[src/rtl/floo_eject_sink.sv]
// Eject-side traffic sink: per-channel handshake with programmable
// backpressure, flit/packet counting, payload signature and packet tracking.
module floo_eject_sink #(
    parameter int unsigned NumChannels = 3,
    parameter int unsigned DataWidth   = 64,
    parameter int unsigned CntWidth    = 16,
    parameter int unsigned ThrWidth    = 4
) (
    input  logic                             clk_i,
    input  logic                             rst_i,
    input  logic                             enable_i,
    input  logic [1:0]                       mode_i,
    input  logic [ThrWidth-1:0]              throttle_i,
    input  logic                             clear_i,
    input  logic [NumChannels-1:0]           valid_i,
    output logic [NumChannels-1:0]           ready_o,
    input  logic [NumChannels*DataWidth-1:0] data_i,
    input  logic [NumChannels-1:0]           last_i,
    output logic [NumChannels*CntWidth-1:0]  flit_cnt_o,
    output logic [NumChannels*CntWidth-1:0]  pkt_cnt_o,
    output logic [NumChannels*DataWidth-1:0] sig_o,
    output logic [NumChannels-1:0]           in_pkt_o,
    output logic [NumChannels-1:0]           unexp_o
);

    localparam logic [1:0] ModeAccept   = 2'd0;
    localparam logic [1:0] ModeThrottle = 2'd2;

    typedef enum logic {
        StIdle,
        StInPkt
    } state_e;

    state_e                state_q [NumChannels];
    state_e                state_d [NumChannels];
    logic [ThrWidth-1:0]   thr_q   [NumChannels];
    logic [CntWidth-1:0]   flit_q  [NumChannels];
    logic [CntWidth-1:0]   pkt_q   [NumChannels];
    logic [DataWidth-1:0]  sig_q   [NumChannels];
    logic [NumChannels-1:0] unexp_q;
    logic [NumChannels-1:0] hs;

    // Ready depends only on registered throttle state and mode/enable
    always_comb begin
        ready_o = '0;
        for (int c = 0; c < NumChannels; c++) begin
            if (!enable_i) begin
                ready_o[c] = 1'b1;
            end else if (mode_i == ModeAccept) begin
                ready_o[c] = 1'b1;
            end else if (mode_i == ModeThrottle) begin
                ready_o[c] = (thr_q[c] == '0);
            end else begin
                ready_o[c] = 1'b0;
            end
        end
    end

    assign hs = valid_i & ready_o;

    // Packet-tracking FSM next state
    always_comb begin
        for (int c = 0; c < NumChannels; c++) begin
            state_d[c] = state_q[c];
            if (hs[c]) begin
                state_d[c] = last_i[c] ? StIdle : StInPkt;
            end
        end
    end

    // FSM state register; reset and clear return every channel to idle
    always_ff @(posedge clk_i) begin
        for (int c = 0; c < NumChannels; c++) begin
            if (rst_i || clear_i) begin
                state_q[c] <= StIdle;
            end else begin
                state_q[c] <= state_d[c];
            end
        end
    end

    // Throttle counters, statistics and signatures
    always_ff @(posedge clk_i) begin
        for (int c = 0; c < NumChannels; c++) begin
            if (rst_i || clear_i) begin
                thr_q[c]   <= '0;
                flit_q[c]  <= '0;
                pkt_q[c]   <= '0;
                sig_q[c]   <= '0;
                unexp_q[c] <= 1'b0;
            end else begin
                if (mode_i != ModeThrottle) begin
                    thr_q[c] <= '0;
                end else if (hs[c]) begin
                    thr_q[c] <= throttle_i;
                end else if (thr_q[c] != '0) begin
                    thr_q[c] <= thr_q[c] - ThrWidth'(1);
                end
                if (hs[c]) begin
                    if (flit_q[c] != '1) begin
                        flit_q[c] <= flit_q[c] + CntWidth'(1);
                    end
                    if (last_i[c] && (pkt_q[c] != '1)) begin
                        pkt_q[c] <= pkt_q[c] + CntWidth'(1);
                    end
                    sig_q[c] <= {sig_q[c][DataWidth-2:0], sig_q[c][DataWidth-1]}
                                ^ data_i[c*DataWidth +: DataWidth];
                    if (!enable_i) begin
                        unexp_q[c] <= 1'b1;
                    end
                end
            end
        end
    end

    // Flatten per-channel state onto the output buses
    always_comb begin
        for (int c = 0; c < NumChannels; c++) begin
            flit_cnt_o[c*CntWidth +: CntWidth]  = flit_q[c];
            pkt_cnt_o[c*CntWidth +: CntWidth]   = pkt_q[c];
            sig_o[c*DataWidth +: DataWidth]     = sig_q[c];
            in_pkt_o[c]                         = (state_q[c] == StInPkt);
        end
    end

    assign unexp_o = unexp_q;

endmodule

[config.mk]
export PLATFORM = sky130hd
export DESIGN_NAME = floo_eject_sink
export DESIGN_NICKNAME = d
export VERILOG_FILES = /design/src/rtl/floo_eject_sink.sv
export SDC_FILE = /design/constraint.sdc
export NUM_CORES = 1
export LEC_CHECK = 0
export BUFFER_PORTS_ARGS = -buffer_cell sky130_fd_sc_hd__buf_4
export CAP_MARGIN = 20
export CORE_AREA = 2 2 195 197
export DETAILED_ROUTE_END_ITERATION = 10
export DIE_AREA = 0 0 197 199
export PLACE_DENSITY_LB_ADDON = 0.2
export SETUP_SLACK_MARGIN = 0.1
export SYNTH_ARGS = -nofsm -noshare
export SYNTH_HDL_FRONTEND = slang
export SYNTH_SLANG_ARGS = --single-unit
export TNS_END_PERCENT = 100
[constraint.sdc]
create_clock -name clk_i -period 4.1 [get_ports clk_i]
set_input_delay 0.41 -clock clk_i [delete_from_list [all_inputs] [get_ports clk_i]]
set_output_delay 0.41 -clock clk_i [all_outputs]
set_load 0.02 [all_outputs]
* Word-level counts from Yosys, hierarchy flattened
Memories as Yosys holds them, arrays and structs flattened. Cells that the tools add are included.
Operators by class: $add $sub $neg 9, $mul 0, div/mod/pow operators 0, magnitude comparators 0, equal/unequal tests 8, shift-type cells 0, mux-type cells 99, bitwise gates (word level) 26, reductions and logical operators 14
Operators with widths (count):
- 2-to-1 mux 64 bit | 3
- XOR 64 bit | 3
- adder 16 x 1 -> 16 bit, second input constant | 6
- 2-to-1 mux 16 bit | 6
- inequality test 16 bit, second input constant | 6
- 2-to-1 mux 1 bit | 81
- 2-to-1 mux 4 bit | 9
- OR 1 bit | 21
- zero test 4 bit | 3
- nonzero test 4 bit | 3
- subtractor 4 x 1 -> 4 bit, second input constant | 3
- AND reduction 2 bit | 3
- bitwise AND 3 bit | 1
- logical AND 1 bit | 3
- == test 2 bit, second input constant | 1
- zero test 2 bit | 1
- inequality test 2 bit, second input constant | 1
- logical OR 1 bit | 1
- inverter 1 bit | 1
Storage, ports and cells: bits in registers 3, bits in latches 0, bits in writable memories 303, memory bits (read-only) 0, bits of input ports 208, output and inout port bits 297, logic and storage cells 164, memories kept 5
Memories:
- sig_q | depth 3, width 64, read ports 3, clocked after Yosys merged registers in 0, write ports 3, RTL line 39 | logic [DataWidth-1:0] sig_q [NumChannels];
- flit_q | depth 3, width 16, read ports 3, clocked after Yosys merged registers in 0, write ports 3, RTL line 37 | logic [CntWidth-1:0] flit_q [NumChannels];
- pkt_q | depth 3, width 16, read ports 3, clocked after Yosys merged registers in 0, write ports 3, RTL line 38 | logic [CntWidth-1:0] pkt_q [NumChannels];
- thr_q | depth 3, width 4, read ports 3, clocked after Yosys merged registers in 0, write ports 3, RTL line 36 | logic [ThrWidth-1:0] thr_q [NumChannels];
- state_q | depth 3, width 1, read ports 3, clocked after Yosys merged registers in 0, write ports 3, RTL line 34 | state_e state_q [NumChannels];

* Depth between registers and ports, before layout
Gate-level depths: netlist (run 1).
word-level depth 11, depth in mapped cells 8, gate-level depth less buffers 6

* Worst setup path before layout (run 1)
Ideal clock, no wire load.
path type reg2reg, from mem thr_q[1][0], to mem sig_q[1][0], enable pin, arrival 2.741 ns, path slack 0.936 ns, cell stages (with the launch flop) 7, clock period less this slack 3.164 ns, path through edfxtp_1 inv_1 ha_1 or4b_1 nand2_1 nand2_1 nand2_1
RTL lines (RTL line):
- start, declared | 36
- end, declared | 39

==> summary.txt, run 1 <==
Placed design
  • PortBufs: 504
  • DPL Wire Length: 30.08 mm
  • Final RePlAce weighted congestion: 0.8033

Synthesis
  • Synth Register Bits: 306
  • Synth area leaders: edfxtp_1, xnor2_1, nor2_1
  • Post-synth top area share: 0.6237
  • Prevailing post-synth register cell: edfxtp_1
  • Share of flip-flops with an asynchronous set or reset: 0
  • Top-count cell post-synth: nor2_1
  • Largest area contributor in the netlist: edfxtp_1
  • Netlist cell types: 48
  • Commonest cells post-synth: nor2_1, edfxtp_1, xnor2_1
  • Synth warn: 0
  • Syn avg cell area: 12.15 µm²
  • Register area share after synthesis: 0.6320
  • Mapped Area: 14440 µm²
  • Syn Inst Count: 1189
  • Number of flops mapped to enable cells by yosys: 300
  • Synth Net Count: 1406

Die
  • Die H: 199 µm
  • Initial core utilization: 0.3890
  • Die W: 197 µm
  • Row count: 71
  • I/O pins: 505
  • Die ar.: 39200 µm²
  • Core ar.: 37130 µm²

Worst setup path
  • Reg2reg start: thr_q[2][0]$_SDFFCE_PN0P_
  • Critical path required time: 4.25 ns
  • Crit Path Class: reg2reg
  • Worst setup endpoint: pkt_q[2][4]$_SDFFCE_PN0P_
  • Crit path capture type: flop
  • FF-to-FF path depth: 6
  • Crit path max fanout: 16
  • CP Launch Point: thr_q[2][0]$_SDFFCE_PN0P_
  • Worst flop-to-flop path endpoint: pkt_q[2][4]$_SDFFCE_PN0P_
  • Critical Path AT: 2.90 ns
  • Startpoint Class: flop
  • R2R setup slack: 1.35 ns

Detailed routing
  • Via density: 4.854
  • Antenna violation net count after detailed routing: 0
  • Highest metal used: met4
  • DR iter-0 viols: 431
  • WL met1: 15.90 mm
  • Pre-antenna DRT Iters: 5
  • Routed WL: 40.20 mm
  • Post-route DRC violation count: 0
  • Vias after detailed routing: 10700
  • DR WL met3: 3.187 mm
  • Met2 wire length: 20.18 mm
  • Routed wire per std cell: 18.24 µm

Power
  • PD cells: 412.5 nW/µm²
  • Total power: 8220 µW
  • Peak VDD IR: 0.0002191 V
  • Static Leak: 0.007930 µW

STA
  • Final Cycle Share: 0.6704
  • Worst Tran Pin Value: 0.8492 ns
  • Tmin final: 2.749 ns
  • Max_slew headroom: 0.4339
  • FMAX: 0.3638 GHz
  • Setup Skew: 0.01161 ns
  • Hold Fails Final Rpt: 0
  • RSZ-0062 raised after global routing: no
  • Setup TNS: 0 ns
  • Final setup fails: 0
  • Final slew viol count: 0

Clock network
  • Worst-Skew Late Latency: 0.52 ns
  • CTS tree: yes
  • Clock Pin Slew Worst Setup and Hold Paths: 0.06 ns
  • CTS Hold Buffers Added: 0
  • # resized after CTS: 0
  • Max clock buf depth: 3
  • Root buffer cell: clkbuf_16
  • Clock Sink Count: 306
  • Setup Buffers After CTS: 0
  • TritonCTS Buffers: 36
  • H-Tree Depth: 2

Cells and area
  • Area Overhead vs Synth: 37.94%
  • Nets: 1923
  • Share of cells above drive strength 1: 0.3370
  • Antenna fix cells: 0

Run
  • Max-cap violations: 0

GRT
  • Largest net degree at the start of global routing: 69
  • Total GRT Usage: 0.1969
  • Initial antenna violation count: 0
  • Grt total ovfl: 0
  • Global-route wire length before repair: 59.77 mm
  • Vias in the first global route: 10490

Min path
  • Hold crit path type: in2reg

Run status
  • Outcome: finished clean
-- power by group --
part	switching, µW	total (µW)	internal (µW)
clock network	1250	3170	1910
logic	627	1200	577
registers	197	3850	3650
-- sequential cells by signal, summed over array words and instances, names as in the netlist --
name	cells
sig_q	192
flit_q	48
pkt_q	48
thr_q	12
state_q	3
unexp_o	3
-- worst max-delay path, cell delays in order, from the launching register on --
cell and delay [ns]:
edfxtp_1 0.40, inv_1 0.07, ha_1 0.24, or4b_1 0.50, a21boi_1 0.46, o211ai_1 0.18
nand2_1 0.53
-- cell families (layout without fill, tap and decap cells) --
group / after synthesis / count (layout) / share of synthesized area
flip-flops: 306 / 306 / 0.6320
XOR/XNOR: 276 / 276 / 0.1674
AND/OR/NAND/NOR: 486 / 486 / 0.1490
buffers and inverters: 63 / 604 / 0.01914
adder cells (fa/ha/maj): 9 / 9 / 0.007796
AO/OA/AOI/OAI: 49 / 49 / 0.02469
-- layer usage --
metal  GRT usage  up-vias
met1      0.2379     5096
li1            -     5163
met5           0        -
met2      0.3412      377
met3     0.05680       62
met4     0.05987        0
-- worst min path at each step --
stage	start	to	depth (start not counted)
after detailed placement	unexp_o[0]$_SDFFE_PP0P_	unexp_o[0]$_SDFFE_PP0P_	2
final	last_i[1]	state_q[1]$_SDFFE_PP0P_	2
after CTS	last_i[1]	state_q[1]$_SDFFE_PP0P_	2
after global placement	unexp_o[0]$_SDFFE_PP0P_	unexp_o[0]$_SDFFE_PP0P_	2
after global routing	last_i[1]	state_q[1]$_SDFFE_PP0P_	2
after floorplan	state_q[0]$_SDFFE_PP0P_	state_q[0]$_SDFFE_PP0P_	2
-- through the flow --
stage	cell area (µm²)	utilization	cells	hold WS [ns]	setup WS [ns]
2_1_floorplan	14440	-	1189	0.4785	0.9360
3_3_place_gp	18770	0.5054	2141	0.4630	1.434
3_5_place_dp	18770	0.5054	2141	0.4697	1.348
4_1_cts	19920	0.5364	2203	0.07239	1.341
5_1_grt	19920	0.5366	2204	0.08472	1.099
6_report	19920	0.5366	2204	0.09635	1.351
-- final cells by class --
class / instances / area, µm²
clock buffer: 43 / 958.4
clock inverter: 19 / 192.7
fill: 3240 / 17210
inverter: 27 / 101.3
multi-input combinational: 820 / 5071
sequential: 306 / 9129
tap: 474 / 593.1
timing repair buffer: 515 / 3879
-- placed cells by master, fill, tap and decap left out, types with 5 or more instances in the layout --
cell type	count
a21oi_1	8
buf_4	514
clkbuf_1	5
clkbuf_16	37
clkinv_1	5
clkinv_2	9
dfxtp_1	6
edfxtp_1	300
ha_1	9
inv_1	27
nand2_1	30
nand3_1	32
nand4_1	24
nor2_1	315
nor3_1	18
nor3b_1	5
nor4_1	26
o21ai_0	5
or3_1	7
xnor2_1	251
xor2_1	25
(Power assumes the default switching activity.)
==> run 2: changes to the inputs <==
--- a/config.mk
+++ b/config.mk
@@ -5,6 +5,7 @@
 export SDC_FILE = /design/constraint.sdc
 export NUM_CORES = 1
 export LEC_CHECK = 0
+export ABC_AREA = 1
 export BUFFER_PORTS_ARGS = -buffer_cell sky130_fd_sc_hd__buf_4
 export CAP_MARGIN = 20
 export CORE_AREA = 2 2 195 197
==> constraint.sdc (replaced) <==
create_clock -name clk_i -period 2.5 [get_ports clk_i]
set_input_delay 0.25 -clock clk_i [delete_from_list [all_inputs] [get_ports clk_i]]
set_output_delay 0.25 -clock clk_i [all_outputs]
set_load 0.02 [all_outputs]
==> run 2 against run 1 <==
  * Synthesized cell count grew 15%
  * Critical endpoint is now flit_q[1][3]$_SDFFCE_PN0P_
  * Clock power up 51%
  * Via count increased by 7.0%
  * Critical path type unchanged
==> summary.txt, run 2 <==
Die
  • Row count: 71 (unchanged)
  • Die ar.: 39200 µm² (unchanged)
  • Die H: 199 µm (unchanged)
  • Initial core utilization: 0.4042 (was 0.3890)
  • Die W: 197 µm (unchanged)
  • I/O pins: 505 (unchanged)
  • Core ar.: 37130 µm² (unchanged)

Detailed routing
  • Post-route DRC violation count: 0 (unchanged)
  • Routed WL: 44.13 mm (was 40.20 mm)
  • Antenna violation net count after detailed routing: 0 (unchanged)
  • Vias after detailed routing: 11450 (was 10700)
  • Pre-antenna DRT Iters: 5 (unchanged)
  • DR iter-0 viols: 634 (was 431)
  • Routed wire per std cell: 18.46 µm (was 18.24 µm)
  • Via density: 4.787 (was 4.854)

GRT
  • Vias in the first global route: 11020 (was 10490)
  • Total GRT Usage: 0.2170 (was 0.1969)
  • Grt total ovfl: 0 (unchanged)
  • Largest net degree at the start of global routing: 66 (was 69)
  • Initial antenna violation count: 1 (was 0)
  • Global-route wire length before repair: 64.05 mm (was 59.77 mm)

Synthesis
  • Synth warn: 0 (unchanged)
  • Top-count cell post-synth: nor2_1 (unchanged)
  • Commonest cells post-synth: nor2_1, edfxtp_1, xnor2_1 (unchanged)
  • Largest area contributor in the netlist: edfxtp_1 (unchanged)
  • Synth Net Count: 1586 (was 1406)
  • Synth Register Bits: 306 (unchanged)
  • Largest family of logic cells by synthesized area: simple AND/OR/NAND/NOR gates (was XOR/XNOR gates)
  • Mapped Area: 15010 µm² (was 14440 µm²)
  • Number of flops mapped to enable cells by yosys: 300 (unchanged)
  • Prevailing post-synth register cell: edfxtp_1 (unchanged)
  • Syn avg cell area: 10.96 µm² (was 12.15 µm²)
  • Post-synthesis simple-gate area fraction: 0.1803 (was 0.1490)
  • Mux contribution to synthesized area: 0 (unchanged)
  • Post-synth top area share: 0.6002 (was 0.6237)
  • Compound-Gate Fraction of Synth Area: 0.009919 (was 0.02469)
  • Syn Inst Count: 1369 (was 1189)
  • Register area share after synthesis: 0.6082 (was 0.6320)
  • Synth area leaders: edfxtp_1, xnor2_1, nor2_1 (unchanged)
  • Synth Area in Adders: 0.007502 (was 0.007796)
  • Share of flip-flops with an asynchronous set or reset: 0 (unchanged)
  • Netlist cell types: 29 (was 48)
  • Synth Area in XOR/XNOR: 0.1546 (was 0.1674)

STA
  • Setup Skew: 0.01333 ns (was 0.01161 ns)
  • Final Cycle Share: 0.8429 (was 0.6704)
  • Tmin final: 2.107 ns (was 2.749 ns)
  • FMAX: 0.4745 GHz (was 0.3638 GHz)
  • Setup TNS: 0 ns (unchanged)
  • RSZ-0062 raised after global routing: no (unchanged)
  • Max_slew headroom: 0.5180 (was 0.4339)
  • Final setup fails: 0 (unchanged)
  • Final slew viol count: 0 (unchanged)
  • Worst hold slack: 0.04536 ns (was 0.09635 ns)
  • Worst Tran Pin Value: 0.7230 ns (was 0.8492 ns)
  • Hold Fails Final Rpt: 0 (unchanged)

Run
  • Max-cap violations: 0 (unchanged)

Worst setup path
  • Crit path capture type: flop (unchanged)
  • Crit Path Class: reg2reg (unchanged)
  • Startpoint Class: flop (unchanged)
  • Critical path required time: 2.62 ns (was 4.25 ns)
  • Crit path max fanout: 16 (unchanged)
  • Critical Path AT: 2.23 ns (was 2.90 ns)

Run status
  • Outcome: finished clean (unchanged)

Placed design
  • Final RePlAce weighted congestion: 0.9160 (was 0.8033)
  • PortBufs: 504 (unchanged)
  • DPL Wire Length: 33.54 mm (was 30.08 mm)
  • Area post-placement: 19300 µm² (was 18770 µm²)

Power
  • Peak VDD IR: 0.0005633 V (was 0.0002191 V)
  • PD cells: 642.6 nW/µm² (was 412.5 nW/µm²)
  • Static Leak: 0.008384 µW (was 0.007930 µW)

Clock network
  • Max clock buf depth: 3 (unchanged)
  • CTS tree: yes (unchanged)
  • TritonCTS Buffers: 36 (unchanged)
  • Root buffer cell: clkbuf_16 (unchanged)
  • H-Tree Depth: 2 (unchanged)
  • Clock Sink Count: 306 (unchanged)
  • Clock Pin Slew Worst Setup and Hold Paths: 0.05 ns (was 0.06 ns)
  • Setup Buffers After CTS: 0 (unchanged)
  • Worst-Skew Late Latency: 0.53 ns (was 0.52 ns)

Cells and area
  • Area Overhead vs Synth: 35.71% (was 37.94%)
  • Most common cell after layout, fill and taps aside: buf_4 (unchanged)
  • Antenna fix cells: 0 (unchanged)
  • Top flop regs: sig_q x192, flit_q x48, pkt_q x48 (unchanged)
  • Fill count: 3336 (was 3240)
  • Top reg by flops: sig_q (unchanged)
  • Commonest cells after routing, fill and taps aside: buf_4, nor2_1, edfxtp_1, xnor2_1, nand2_1 (was buf_4, nor2_1, edfxtp_1, xnor2_1, clkbuf_16)
  • Final Cell Area: 20370 µm² (was 19920 µm²)
  • Share of cells above drive strength 1: 0.3119 (was 0.3370)
  • Max reg flops: 192 (unchanged)
  • Nets: 2114 (was 1923)

Min path
  • Hold crit path type: in2reg (unchanged)
[run 2: critical path, cell delays in order (launching register included)]
cell	delay [ns]
edfxtp_1	0.44
ha_1	0.22
nand3_1	0.15
nor2_1	0.18
nand4_1	0.19
nand2_1	0.12
nand2_1	0.40
[run 2: area by class of cell]
type | instances | area [µm²] | area share
clock inverters | 11 | 70.07 | 0.003440
multi-input cells | 951 | 5314 | 0.2609
well taps | 474 | 593.1 | 0.02911
inverters | 80 | 300.3 | 0.01474
flip-flops and latches | 306 | 9129 | 0.4481
repair buffers | 522 | 4001 | 0.1964
clock buffers | 47 | 963.4 | 0.04729
[run 2: report_power, final]
part | internal [µW] | switching [µW]
registers | 5980 | 287
logic | 937 | 1100
clock network | 2790 | 2000
total | 9700 | 3390
[run 2: cells by family (layout without fill, tap and decap cells)]
| kind of cell | Yosys count | in the layout |
|---|---|---|
| and+or+nand+nor | 652 | 652 |
| DFF | 306 | 306 |
| xor gates and xnor gates | 265 | 265 |
| buffers and inverters | 112 | 660 |
| AOI/OAI and AO/OA | 25 | 25 |
| adders and majority gates | 9 | 9 |
[run 2: layer usage]
metal	vias to the layer above	GRT usage	routed length (µm)
li1	5535	-	-
met4	2	0.1022	1865
met1	5422	0.2607	17400
met5	-	0	13
met3	89	0.05120	3038
met2	398	0.3695	21810
[run 2: worst paths after layout]
| path | endpoint | start | cells after the start | slack [ns] |
|---|---|---|---|---|
| min reg2reg | unexp_o[2]$_SDFFE_PP0P_ | unexp_o[2]$_SDFFE_PP0P_ | 2 | 0.48 |
| max reg2reg | flit_q[1][3]$_SDFFCE_PN0P_ | flit_q[1][0]$_SDFFCE_PN0P_ | 6 | 0.39 |
| min | unexp_o[2]$_SDFFE_PP0P_ | valid_i[2] | 3 | 0.05 |
| max | flit_q[1][3]$_SDFFCE_PN0P_ | flit_q[1][0]$_SDFFCE_PN0P_ | 6 | 0.39 |
[run 2: stage by stage]
step	std cells	utilization	setup WS (ns)	power, µW
2_1_floorplan	1369	-	0.1063	7360
3_3_place_gp	2330	0.5199	0.4028	8399
3_5_place_dp	2330	0.5199	0.3371	8411
4_1_cts	2391	0.5485	0.3241	13250
5_1_grt	2391	0.5486	0.1844	13550
6_report	2391	0.5486	0.3926	13090
[run 2: timing repair]
action                                  in CTS  in global routing
hold buffers                                 3                  0
hold endpoints to repair                     3                  0
endpoints found under the setup margin       0                 16
resized for setup                            0                  1
